`config.mk`:
```
export PLATFORM = sky130hd
export DESIGN_NAME = alu_serial
export DESIGN_NICKNAME = d
export VERILOG_FILES = /design/src/rtl/alu_pkg.sv /design/src/rtl/alu_slice.sv /design/src/rtl/alu_serial.sv
export SDC_FILE = /design/constraint.sdc
export NUM_CORES = 1
export LEC_CHECK = 0
export BUFFER_PORTS_ARGS = -buffer_cell sky130_fd_sc_hd__buf_4
export CAP_MARGIN = 5
export CELL_PAD_IN_SITES_DETAIL_PLACEMENT = 1
export CELL_PAD_IN_SITES_GLOBAL_PLACEMENT = 1
export CORE_MARGIN = 5
export CORE_UTILIZATION = 36
export DETAILED_ROUTE_END_ITERATION = 8
export PLACE_DENSITY = 0.8
export SYNTH_ARGS = -nofsm -noshare
export SYNTH_HDL_FRONTEND = slang
export SYNTH_HIERARCHICAL = 1
export SYNTH_SLANG_ARGS = --single-unit
export TNS_END_PERCENT = 5
```
`constraint.sdc`:
```
create_clock -name clk -period 1.8 [get_ports clk]
set_input_delay 0.27 -clock clk [delete_from_list [all_inputs] [get_ports clk]]
set_output_delay 0.27 -clock clk [all_outputs]
set_load 0.02 [all_outputs]
```
`src/rtl/alu_pkg.sv`:
```
// Shared definitions for the bit-serial ALU: op encodings, FSM states and
// the initial-carry rule used when an operation is loaded.
package alu_pkg;

  localparam logic MODE_LOGIC = 1'b0;
  localparam logic MODE_ARITH = 1'b1;

  // Logic-mode select codes
  localparam logic [1:0] SEL_PASS = 2'b00;
  localparam logic [1:0] SEL_INV  = 2'b01;
  localparam logic [1:0] SEL_XOR  = 2'b10;
  localparam logic [1:0] SEL_XNOR = 2'b11;

  // Arithmetic-mode select codes
  localparam logic [1:0] SEL_ADD  = 2'b00;
  localparam logic [1:0] SEL_NADD = 2'b01;
  localparam logic [1:0] SEL_SUB  = 2'b10;
  localparam logic [1:0] SEL_RSUB = 2'b11;

  typedef enum logic [1:0] {
    IDLE = 2'b00,
    RUN  = 2'b01,
    DONE = 2'b10
  } state_t;

  // Both subtractions use two's complement, so they start with a carry of one.
  function automatic logic init_carry(input logic mode, input logic [1:0] select);
    return (mode == MODE_ARITH) && (select == SEL_SUB || select == SEL_RSUB);
  endfunction

endpackage

```
`src/rtl/alu_slice.sv`:
```
// Combinational 1-bit ALU slice with carry in/out; one bit of the serial
// datapath is resolved through this slice every RUN cycle.
module alu_slice
  import alu_pkg::*;
(
  input  logic       mode,
  input  logic [1:0] select,
  input  logic       a,
  input  logic       b,
  input  logic       cin,
  output logic       res,
  output logic       cout
);

  logic op_a;
  logic op_b;

  always_comb begin
    op_a = a;
    op_b = b;
    res  = 1'b0;
    cout = 1'b0;
    if (mode == MODE_ARITH) begin
      op_a = (select == SEL_NADD || select == SEL_RSUB) ? ~a : a;
      op_b = (select == SEL_SUB) ? ~b : b;
      res  = op_a ^ op_b ^ cin;
      cout = (op_a & op_b) | (cin & (op_a ^ op_b));
    end else begin
      case (select)
        SEL_PASS: res = a;
        SEL_INV:  res = ~a;
        SEL_XOR:  res = a ^ b;
        SEL_XNOR: res = ~(a ^ b);
        default:  res = 1'b0;
      endcase
    end
  end

endmodule

```
`src/rtl/alu_serial.sv`:
```
// Bit-serial N-bit ALU: operands are loaded on start and processed LSB-first
// through one alu_slice, with a start/busy/done handshake around the result.
module alu_serial
  import alu_pkg::*;
#(
  parameter int WIDTH = 8
) (
  input  logic             clk,
  input  logic             reset,
  input  logic             start,
  input  logic             mode,
  input  logic [1:0]       select,
  input  logic [WIDTH-1:0] a,
  input  logic [WIDTH-1:0] b,
  output logic             busy,
  output logic             done,
  output logic [WIDTH-1:0] result,
  output logic             carry,
  output logic             zero
);

  localparam int CW = $clog2(WIDTH);

  state_t           state;
  state_t           state_next;
  logic [WIDTH-1:0] a_sh;
  logic [WIDTH-1:0] b_sh;
  logic [WIDTH-1:0] res_sh;
  logic [WIDTH-1:0] res_final;
  logic [CW-1:0]    cnt;
  logic             mode_q;
  logic [1:0]       select_q;
  logic             carry_q;
  logic             slice_res;
  logic             slice_cout;
  logic             load;
  logic             step;
  logic             last;

  alu_slice u_slice (
    .mode   (mode_q),
    .select (select_q),
    .a      (a_sh[0]),
    .b      (b_sh[0]),
    .cin    (carry_q),
    .res    (slice_res),
    .cout   (slice_cout)
  );

  assign last      = (cnt == CW'(WIDTH - 1));
  assign res_final = {slice_res, res_sh[WIDTH-1:1]};
  assign busy      = (state == RUN);
  assign done      = (state == DONE);

  always_ff @(posedge clk) begin
    if (reset) state <= IDLE;
    else       state <= state_next;
  end

  always_comb begin
    state_next = state;
    load       = 1'b0;
    step       = 1'b0;
    case (state)
      IDLE: begin
        if (start) begin
          load       = 1'b1;
          state_next = RUN;
        end
      end
      RUN: begin
        step = 1'b1;
        if (last) state_next = DONE;
      end
      DONE: begin
        if (start) begin
          load       = 1'b1;
          state_next = RUN;
        end else begin
          state_next = IDLE;
        end
      end
      default: state_next = IDLE;
    endcase
  end

  // The completed result is assembled from the partial shift register plus
  // the bit being produced this cycle, so Output updates on the last RUN edge.
  always_ff @(posedge clk) begin
    if (reset) begin
      a_sh     <= '0;
      b_sh     <= '0;
      res_sh   <= '0;
      cnt      <= '0;
      mode_q   <= MODE_LOGIC;
      select_q <= SEL_PASS;
      carry_q  <= 1'b0;
      result   <= '0;
      carry    <= 1'b0;
      zero     <= 1'b0;
    end else if (load) begin
      a_sh     <= a;
      b_sh     <= b;
      mode_q   <= mode;
      select_q <= select;
      carry_q  <= init_carry(mode, select);
      cnt      <= '0;
    end else if (step) begin
      a_sh    <= a_sh >> 1;
      b_sh    <= b_sh >> 1;
      res_sh  <= res_final;
      carry_q <= slice_cout;
      if (last) begin
        result <= res_final;
        carry  <= (mode_q == MODE_ARITH) ? slice_cout : 1'b0;
        zero   <= (res_final == '0);
      end else begin
        cnt <= cnt + 1'b1;
      end
    end
  end

endmodule

```
==> results of run 1 <==
## timing repair
action                                 in CTS  in global routing
resized for setup                           0                  7
endpoints found under the hold margin       0                  0
setup endpoints to repair                   1                  3
pin swaps                                   1                  4
## where the power goes
group / internal, mW / switching [mW] / leakage, nW
Clock: 0.310 / 0.320 / 0.0482
Sequential: 0.973 / 0.0324 / 0.344
Combinational: 0.128 / 0.152 / 0.430
Total: 1.41 / 0.505 / 0.822
## cells by family (layout without fill, tap and decap cells)
group,count (synthesis),after routing,share of synthesized area (%)
AND/OR/NAND/NOR,100,100,25.2
flip-flops,42,42,46.1
AO/OA/AOI/OAI,40,40,15.9
buffers and inverters,19,49,6.92
adder cells (fa/ha/maj),3,3,2.47
XOR/XNOR,3,3,1.85
multiplexers,3,3,1.65
## cell type report
type,count,area (um^2)
multi-input combinational,149,891
tap,70,87.6
timing repair buffer,39,293
clock inverter,1,5.00
inverter,2,12.5
fill,633,2790
sequential,42,843
clock buffer,7,86.3
## per-stage QoR
| step | total power [mW] | std cells |
|---|---|---|
| 2_1_floorplan | 1.22 | 210 |
| 3_3_place_gp | 1.28 | 302 |
| 3_5_place_dp | 1.29 | 302 |
| 4_1_cts | 1.92 | 310 |
| 5_1_grt | 2.02 | 310 |
| 6_report | 1.92 | 310 |
## sequential cells by signal (all words and copies together), names as in the netlist, 2 cells and up
name	count
a_sh	8
b_sh	8
result	8
res_sh	7
cnt	3
select_q	2
state	2
## worst min-delay path by stage
stage,from,end,slack (ns),cells past startpoint
floorplan,select[1],select_q[1],0.41,2
global placement,carry,carry,0.44,2
detailed placement,result[3],result[3],0.45,2
CTS,a[7],a_sh[7],0.22,3
global route,a[7],a_sh[7],0.21,3
finish,a[7],a_sh[7],0.23,3
## synthesized netlist by cell type, types with 4 or more instances
| library cell | number |
|---|---|
| a21oi_1 | 25 |
| a311oi_2 | 6 |
| buf_4 | 4 |
| buf_6 | 4 |
| clkbuf_1 | 5 |
| dfxtp_1 | 42 |
| nand2_1 | 58 |
| nand3_1 | 5 |
| nor2_1 | 13 |
| nor2b_1 | 4 |
| nor3_1 | 10 |
## tightest hold or removal path, delay by kind of cell
kind	cells	cell delay (ns)
compound gates	1	0.05
buf+inv	1	0.11
simple gates	1	0.05
## layer usage
layer / vias to the layer above / track usage (%) / routed length, um
li1: 771 / - / -
met1: 731 / 16.0 / 1960
met2: 34 / 23.6 / 2080
met3: 12 / 3.44 / 157
met4: 0 / 7.43 / 119
met5: - / 0 / 0
==> results_dict.tcl, run 1 <==
set metrics [dict create \
    drtAntennaViolNets 0 \
    syn_avg_cell_area_um2 8.69 \
    overflow 0 \
    synth_edf_count 0 \
    final_common_cell "nand2_1" \
    yosysSeqAreaShare_pct 46.1 \
    setup.worst_path.end_class "flop" \
    power_leakage_nw 0.822 \
    ys_warn_count 6 \
    synth_top_area_share_pct 46.1 \
    worstSetupStartpoint "select_q[1]" \
    hold_slack_ns 0.226 \
    cts_root_buf "clkbuf_8" \
    cts.path.max_buffers 2 \
    hold_violations 0 \
    wirelength_um 4310 \
    drt_iter0_markers 47 \
    outcome "finished, violations left" \
    initial_core_util_pct 36.4 \
    timing.final.crit_period_ns 1.87 \
    htreeDepth 2 \
    syn-num-nets 235 \
    cts.sinks 42 \
    postSynthRegisterBits 42 \
    hpwl_um 2870 \
    cp_max_fo 3 \
    violations "setup timing" \
    synth_area_um2 1830 \
    worstHoldPathType "primary input to flop" \
    die_area_um2 6600 \
    area_growth_pct 21.5 \
    crit_chain "nor2b_4, xnor2_2, fa_1, a221oi_4, nor4_2, nand3_1, a21oi_1" \
    postCtsHoldBufs 0 \
    maxSlewHeadroom_pct 67.7 \
    yosys-top-cells-area "dfxtp_1 (46%), nand2_1 (12%), a21oi_1 (6.9%)" \
    ios 34 \
    post_dp_cell_area_um2 2090 \
    tritoncts "done" \
    track_usage_pct 13.9 \
    worstSetupStartpointType "flop" \
    crit_buf_inv 0 \
    reg2regPathDepth 7 \
    slowest_delay_ns 0.60 \
    cts_setup_buffers 0 \
    synth_top_cell_by_area "dfxtp_1" \
    tightest_slew_ns 0.485 \
    row_count 26 \
    cp.arrival_ns 2.09 \
    syn_inst 210 \
    reg2reg_from "select_q[1]" \
    numCtsBuffers 5 \
    via_per_inst 4.99 \
    gp_congestion 0.693 \
    core-area_um2 5010 \
    grt_pass1_wl_um 7100 \
    ir_drop_mv 0.431 \
    nets 264 \
    maxCapViolCount 0 \
    postLayoutCellArea_um2 2220 \
    drc 0 \
    final_cell_mix "nand2_1 (58), dfxtp_1 (40), buf_4 (39)" \
    rsz0062_at_grt "true" \
    finClkSkew_ns 0.00572 \
    timing.rr.end "zero" \
    synth_ff_type "dfxtp_1" \
    fin_ws_ns -0.0661 \
    die-height_um 81.2 \
    utilization_pct 44.3 \
    dr_total_vias 1548 \
    avgRoutedWirePerCell_um 13.9 \
    grt_pass1_vias 1568 \
    rrSetupSlack_ns -0.07 \
    critPathKind "flop to flop" \
    worstSetupPathDepth 7 \
    grt_max_degree 43 \
    fin_setup_tns_ns -0.0661 \
    dp_slack_ns -0.00497 \
    fin_crit_sh_pct 104 \
    drive_above_1_share_pct 26.7 \
    clk_latency_ns 0.29 \
    p_per_area_nw_per_um2 863 \
    antenna_found_initial 0 \
    synth-async-reset-ratio_pct 0 \
    fmax_mhz 536 \
    first_pass_iters 4 \
    diodes 0 \
    crit_end "zero" \
    required_ns 2.02 \
    setup_viol 1 \
    portBuffers 33 \
    clk_pin_slew_worst_paths_ns 0.08 \
    drv_slew 0 \
    synth.distinct_cells 31 \
    critical-path-top-delay-family "adder cells" \
    die_x_um 81.2 \
    cpMaxStageDelayCell "fa_1" \
]
Power figures use the tool's default switching activity.
==> run 2: changes to the inputs <==
--- a/config.mk
+++ b/config.mk
@@ -12,6 +12,7 @@
 export CORE_MARGIN = 5
 export CORE_UTILIZATION = 36
 export DETAILED_ROUTE_END_ITERATION = 8
+export GPL_TIMING_DRIVEN = 0
 export PLACE_DENSITY = 0.8
 export SYNTH_ARGS = -nofsm -noshare
 export SYNTH_HDL_FRONTEND = slang
==> run 2 against run 1 <==
  * Hold slack lost 0.016 ns
  * The run still ends with setup timing left
  * Largest cell class unchanged
  * Flip-flop and latch count is the same
  * Register-to-register slack gained 0.06 ns
  * Clock skew grew 0.0048 ns
==> results_dict.tcl, run 2 (synthesized netlist as in run 1, its figures left out) <==
set metrics [dict create \
    tritoncts "done" \
    setup_viol 1 \
    cpMaxStageDelayCell "fa_1" \
    fmax_mhz 555 \
    clk_pin_slew_worst_paths_ns 0.09 \
    numCtsBuffers 5 \
    maxSlewHeadroom_pct 58.9 \
    power_leakage_nw 0.863 \
    setup.worst_path.end_class "flop" \
    grt_max_degree 16 \
    hold_violations 0 \
    drtAntennaViolNets 0 \
    htreeDepth 2 \
    worstHoldPathType "primary input to flop" \
    worstSetupStartpointType "flop" \
    cts_root_buf "clkbuf_8" \
    diodes 0 \
    utilization_pct 46.1 \
    cts.sinks 42 \
    die-height_um 81.2 \
    p_int_mw 1.40 \
    antenna_found_initial 0 \
    drive_above_1_share_pct 28.6 \
    hpwl_um 3380 \
    biggestRegsByFlops "a_sh x8, b_sh x8, result x8" \
    area_growth_pct 26.6 \
    via_per_inst 4.89 \
    timing.final.crit_period_ns 1.80 \
    grt_pass1_wl_um 7890 \
    final_cell_mix "nand2_1 (58), dfxtp_1 (40), buf_4 (38)" \
    dr_total_vias 1576 \
    core-area_um2 5010 \
    outcome "finished, violations left" \
    power_frac_seq_pct 51.6 \
    track_usage_pct 15.5 \
    wirelength_um 4590 \
    ir_drop_mv 0.361 \
    gp_congestion 0.720 \
    p_comb_share_pct 15.8 \
    nets 276 \
    die_area_um2 6600 \
    p_per_area_nw_per_um2 845 \
    overflow 0 \
    fin_crit_sh_pct 100 \
    cts.path.max_buffers 2 \
    fin_ws_ns -0.00237 \
    clk_latency_ns 0.30 \
    avgRoutedWirePerCell_um 14.3 \
    post_dp_cell_area_um2 2150 \
    required_ns 1.98 \
    p_sw_share_pct 28.3 \
    crit_chain "nor2b_4, xnor2_2, fa_1, a221oi_4, nor4_2, nand3_1, a21oi_1" \
    fin_setup_tns_ns -0.00237 \
    tightest_slew_ns 0.616 \
    initial_core_util_pct 36.4 \
    rsz0062_at_grt "true" \
    row_count 26 \
    drv_slew 0 \
    portBuffers 32 \
    critPathKind "flop to flop" \
    hold_slack_ns 0.210 \
    first_pass_iters 4 \
    die_x_um 81.2 \
    fill_cells 630 \
    drt_iter0_markers 41 \
    slowest_delay_ns 0.48 \
    finClkSkew_ns 0.0105 \
    ios 34 \
    final_common_cell "nand2_1" \
    violations "setup timing" \
    dp_slack_ns -0.127 \
    drc 0 \
    p_clk_share_pct 32.5 \
    maxCapViolCount 0 \
    cp.arrival_ns 1.98 \
    cp_max_fo 3 \
    postLayoutCellArea_um2 2310 \
    grt_pass1_vias 1702 \
    net-switching-power_mw 0.553 \
]
==> run 2: path summary, 6_finish.rpt <==
check / startpoint / to / slack, ns / depth (start not counted)
worst min-delay path: select[0] / select_q[0] / 0.21 / 3
worst max register to register: select_q[0] / zero / -0.002 / 7
worst max-delay path: select_q[0] / zero / -0.002 / 7
worst min register to register: result[0] / result[0] / 0.46 / 2
==> run 2: metrics by stage <==
stage / instances / total power [mW]
finish: 322 / 1.95
global route: 322 / 2.06
CTS: 321 / 1.96
detailed placement: 312 / 1.32
global placement: 312 / 1.30
floorplan: 210 / 1.22
==> run 2: layout make-up <==
class / count / area [um^2] / area share, %
multi-input cells: 149 / 902 / 39.0
flip-flops and latches: 42 / 846 / 36.6
repair buffers: 34 / 255 / 11.0
plain buffers: 17 / 114 / 4.93
well taps: 70 / 87.6 / 3.79
clock buffers: 5 / 68.8 / 2.98
clock inverters: 3 / 25.0 / 1.08
inverters: 2 / 12.5 / 0.541
==> run 2: layer usage <==
layer  part of all wire (%)  wire (um)  global-route usage (%)  vias up
met5                      0          0                       0        -
met4                   0.89         41                    4.05        0
met3                    4.8        222                    3.33        6
met2                     50       2280                    27.8       35
met1                     45       2040                    18.7      741
li1                       -          -                       -      794
==> run 2: repair_timing <==
| action | CTS | global route |
|---|---|---|
| gates resized for setup | 6 | 3 |
| endpoints found under the hold margin | 0 | 0 |
| hold buffers | 0 | 0 |
| endpoints found under the setup margin | 3 | 3 |
| pin swaps | 6 | 5 |
| cloned | 0 | 0 |
| setup buffers | 1 | 1 |
==> run 2: power groups by stage <==
| stage | combinational, mW | clock (mW) | sequential [mW] |
|---|---|---|---|
| floorplan | 0.198 | 0 | 1.02 |
| global route | 0.344 | 0.700 | 1.01 |
| CTS | 0.297 | 0.661 | 1.01 |
| finish | 0.309 | 0.635 | 1.01 |
| detailed placement | 0.289 | 0 | 1.03 |
| global placement | 0.278 | 0 | 1.02 |
==> run 2: critical path, delay by kind of cell, from the launching register on <==
family	cells	cell delay [ns]
AO/OA/AOI/OAI	2	0.42
XOR/XNOR	1	0.13
adder cells (fa/ha/maj)	1	0.48
flip-flops	1	0.39
AND/OR/NAND/NOR	3	0.26
==> run 3: changes to the inputs <==
--- a/config.mk
+++ b/config.mk
@@ -7,13 +7,11 @@
 export LEC_CHECK = 0
 export BUFFER_PORTS_ARGS = -buffer_cell sky130_fd_sc_hd__buf_4
 export CAP_MARGIN = 5
-export CELL_PAD_IN_SITES_DETAIL_PLACEMENT = 1
-export CELL_PAD_IN_SITES_GLOBAL_PLACEMENT = 1
 export CORE_MARGIN = 5
-export CORE_UTILIZATION = 36
+export CORE_UTILIZATION = 49
 export DETAILED_ROUTE_END_ITERATION = 8
 export GPL_TIMING_DRIVEN = 0
-export PLACE_DENSITY = 0.8
+export PLACE_DENSITY = 0.82
 export SYNTH_ARGS = -nofsm -noshare
 export SYNTH_HDL_FRONTEND = slang
 export SYNTH_HIERARCHICAL = 1
==> run 3 against run 2 <==
  * The run still ends with setup timing left
  * Cell area shrank 0.22%
  * Non-clock buffer count unchanged
  * Die area shrank 23%
  * Maximum frequency is 1.5% lower
  * First-iteration DRC count rose by 120%
  * Routed wire length is 17% lower
  * Combinational power shrank 2%
  * Global-route usage rose by 0.86 points
  * Register-to-register slack lost 0.03 ns
  * Power up 4.7%
  * Hold slack better by 0.0086 ns
==> results_dict.tcl, run 3 (synthesized netlist as in run 1, its figures left out) <==
set metrics [dict create \
    fill_cells 353 \
    cts_root_buf "clkbuf_8" \
    grt_pass1_wl_um 6730 \
    finClkSkew_ns 0.00722 \
    die_x_um 71.0 \
    track_usage_pct 16.4 \
    nets 276 \
    tightest_slew_ns 0.581 \
    grt_max_degree 14 \
    fmax_mhz 546 \
    die_area_um2 5050 \
    fin_ws_ns -0.0303 \
    cp.arrival_ns 2.00 \
    cts.sinks 42 \
    clk_pin_slew_worst_paths_ns 0.08 \
    power_frac_seq_pct 49.2 \
    fin_setup_tns_ns -0.0303 \
    rrSetupSlack_ns -0.03 \
    portBuffers 32 \
    hold_path_depth 3 \
    drt_iter0_markers 91 \
    p_clk_share_pct 36.0 \
    final_cell_mix "nand2_1 (58), dfxtp_1 (40), buf_4 (38)" \
    postCtsHoldBufs 0 \
    setup_viol 1 \
    ir_drop_mv 0.629 \
    initial_core_util_pct 50.2 \
    maxSlewHeadroom_pct 61.2 \
    cp_max_fo 3 \
    tritoncts "done" \
    numCtsBuffers 5 \
    power_leakage_nw 0.876 \
    reg2regPathDepth 7 \
    timing.rr.end "zero" \
    dp_slack_ns -0.117 \
    wirelength_um 3820 \
    drive_above_1_share_pct 29.4 \
    hold_path_end "select_q[0]" \
    die-height_um 71.0 \
    timing.final.crit_period_ns 1.83 \
    hold_violations 0 \
    diodes 0 \
    rsz0062_at_grt "true" \
    setup.worst_path.end_class "flop" \
    core-area_um2 3630 \
    maxCapViolCount 0 \
    gp_congestion 0.763 \
    clk_latency_ns 0.30 \
    worstHoldPathType "primary input to flop" \
    p_int_mw 1.53 \
    fin_crit_sh_pct 102 \
    required_ns 1.97 \
    p_comb_share_pct 14.8 \
    drc 0 \
    net-switching-power_mw 0.517 \
    row_count 22 \
    overflow 0 \
    antenna_found_initial 0 \
    outcome "finished, violations left" \
    cts.path.max_buffers 2 \
    hpwl_um 2750 \
    grt_pass1_vias 1539 \
    utilization_pct 63.5 \
    via_per_inst 5.18 \
    worstSetupStartpoint "select_q[0]" \
    avgRoutedWirePerCell_um 12.7 \
    drv_slew 0 \
    violations "setup timing" \
    p_sw_share_pct 25.3 \
    reg2reg_from "select_q[0]" \
    htreeDepth 2 \
    dr_total_vias 1555 \
    p_per_area_nw_per_um2 887 \
    critPathKind "flop to flop" \
    ios 34 \
    worstSetupStartpointType "flop" \
    first_pass_iters 4 \
    drtAntennaViolNets 0 \
    area_growth_pct 26.3 \
    biggestRegsByFlops "a_sh x8, b_sh x8, result x8" \
    hp-start "select[0]" \
    final_common_cell "nand2_1" \
]
run 3: cell count changes in the layout (fill, tap and decap cells not counted):
cell        previous run  this run
a21oi_1               25        23
a21oi_2                0         2
clkinv_2               0         2
bufinv_16              0         1
clkinv_4               1         0
clkinvlp_4             1         0
inv_6                  2         1
run 3: area by class of cell:
cell class | instances | area, um^2 | area share, %
multi-input cells | 149 | 910 | 39.4
flip-flops and latches | 42 | 846 | 36.7
repair buffers | 34 | 255 | 11.1
plain buffers | 17 | 114 | 4.94
clock buffers | 5 | 68.8 | 2.98
well taps | 48 | 60.1 | 2.60
clock inverters | 3 | 40.0 | 1.74
inverters | 2 | 12.5 | 0.543
run 3: critical path: stages (launching register included):
cell and delay (ns):
dfxtp_4 0.38, nor2b_4 0.13, xnor2_2 0.12, fa_1 0.47, a221oi_4 0.39, nor4_2 0.06
nand3_1 0.10, a21oi_2 0.05
run 3: worst max path at each step:
stage,endpoint,slack (ns),depth (start not counted)
floorplan,zero,0.09,7
global placement,zero,-0.06,7
detailed placement,zero,-0.12,7
CTS,zero,-0.04,7
global route,zero,-0.09,7
finish,zero,-0.03,7
run 3: repair_timing:
item / 4_1_cts / 5_1_grt
setup endpoints to repair: 3 / 3
pin swaps: 7 / 6
gates resized for setup: 7 / 4
endpoints found under the hold margin: 0 / 0
cloned: 0 / 0
buffers inserted: 2 / 0
run 3: layer usage:
metal  wire [um]  track usage [%]  vias to the layer above
met1        1720             20.8                      700
met5           0                0                        -
met3         275             4.69                        8
li1            -                -                      799
met2        1770             26.6                       48
met4          65             5.64                        0
run 3: per-stage QoR:
stage | instance area (um^2) | total power, mW | hold slack, ns | std cells
2_1_floorplan | 1830 | 1.22 | 0.406 | 210
3_3_place_gp | 2130 | 1.29 | 0.443 | 290
3_5_place_dp | 2130 | 1.30 | 0.447 | 290
4_1_cts | 2280 | 2.05 | 0.215 | 300
5_1_grt | 2310 | 2.13 | 0.234 | 300
6_report | 2310 | 2.04 | 0.219 | 300
run 3: power groups by stage:
stage / registers [mW] / clock network, mW / logic (mW)
3_5_place_dp: 1.02 / 0 / 0.274
4_1_cts: 1.00 / 0.748 / 0.297
3_3_place_gp: 1.02 / 0 / 0.271
6_report: 1.01 / 0.736 / 0.302
2_1_floorplan: 1.02 / 0 / 0.198
5_1_grt: 1.01 / 0.782 / 0.335
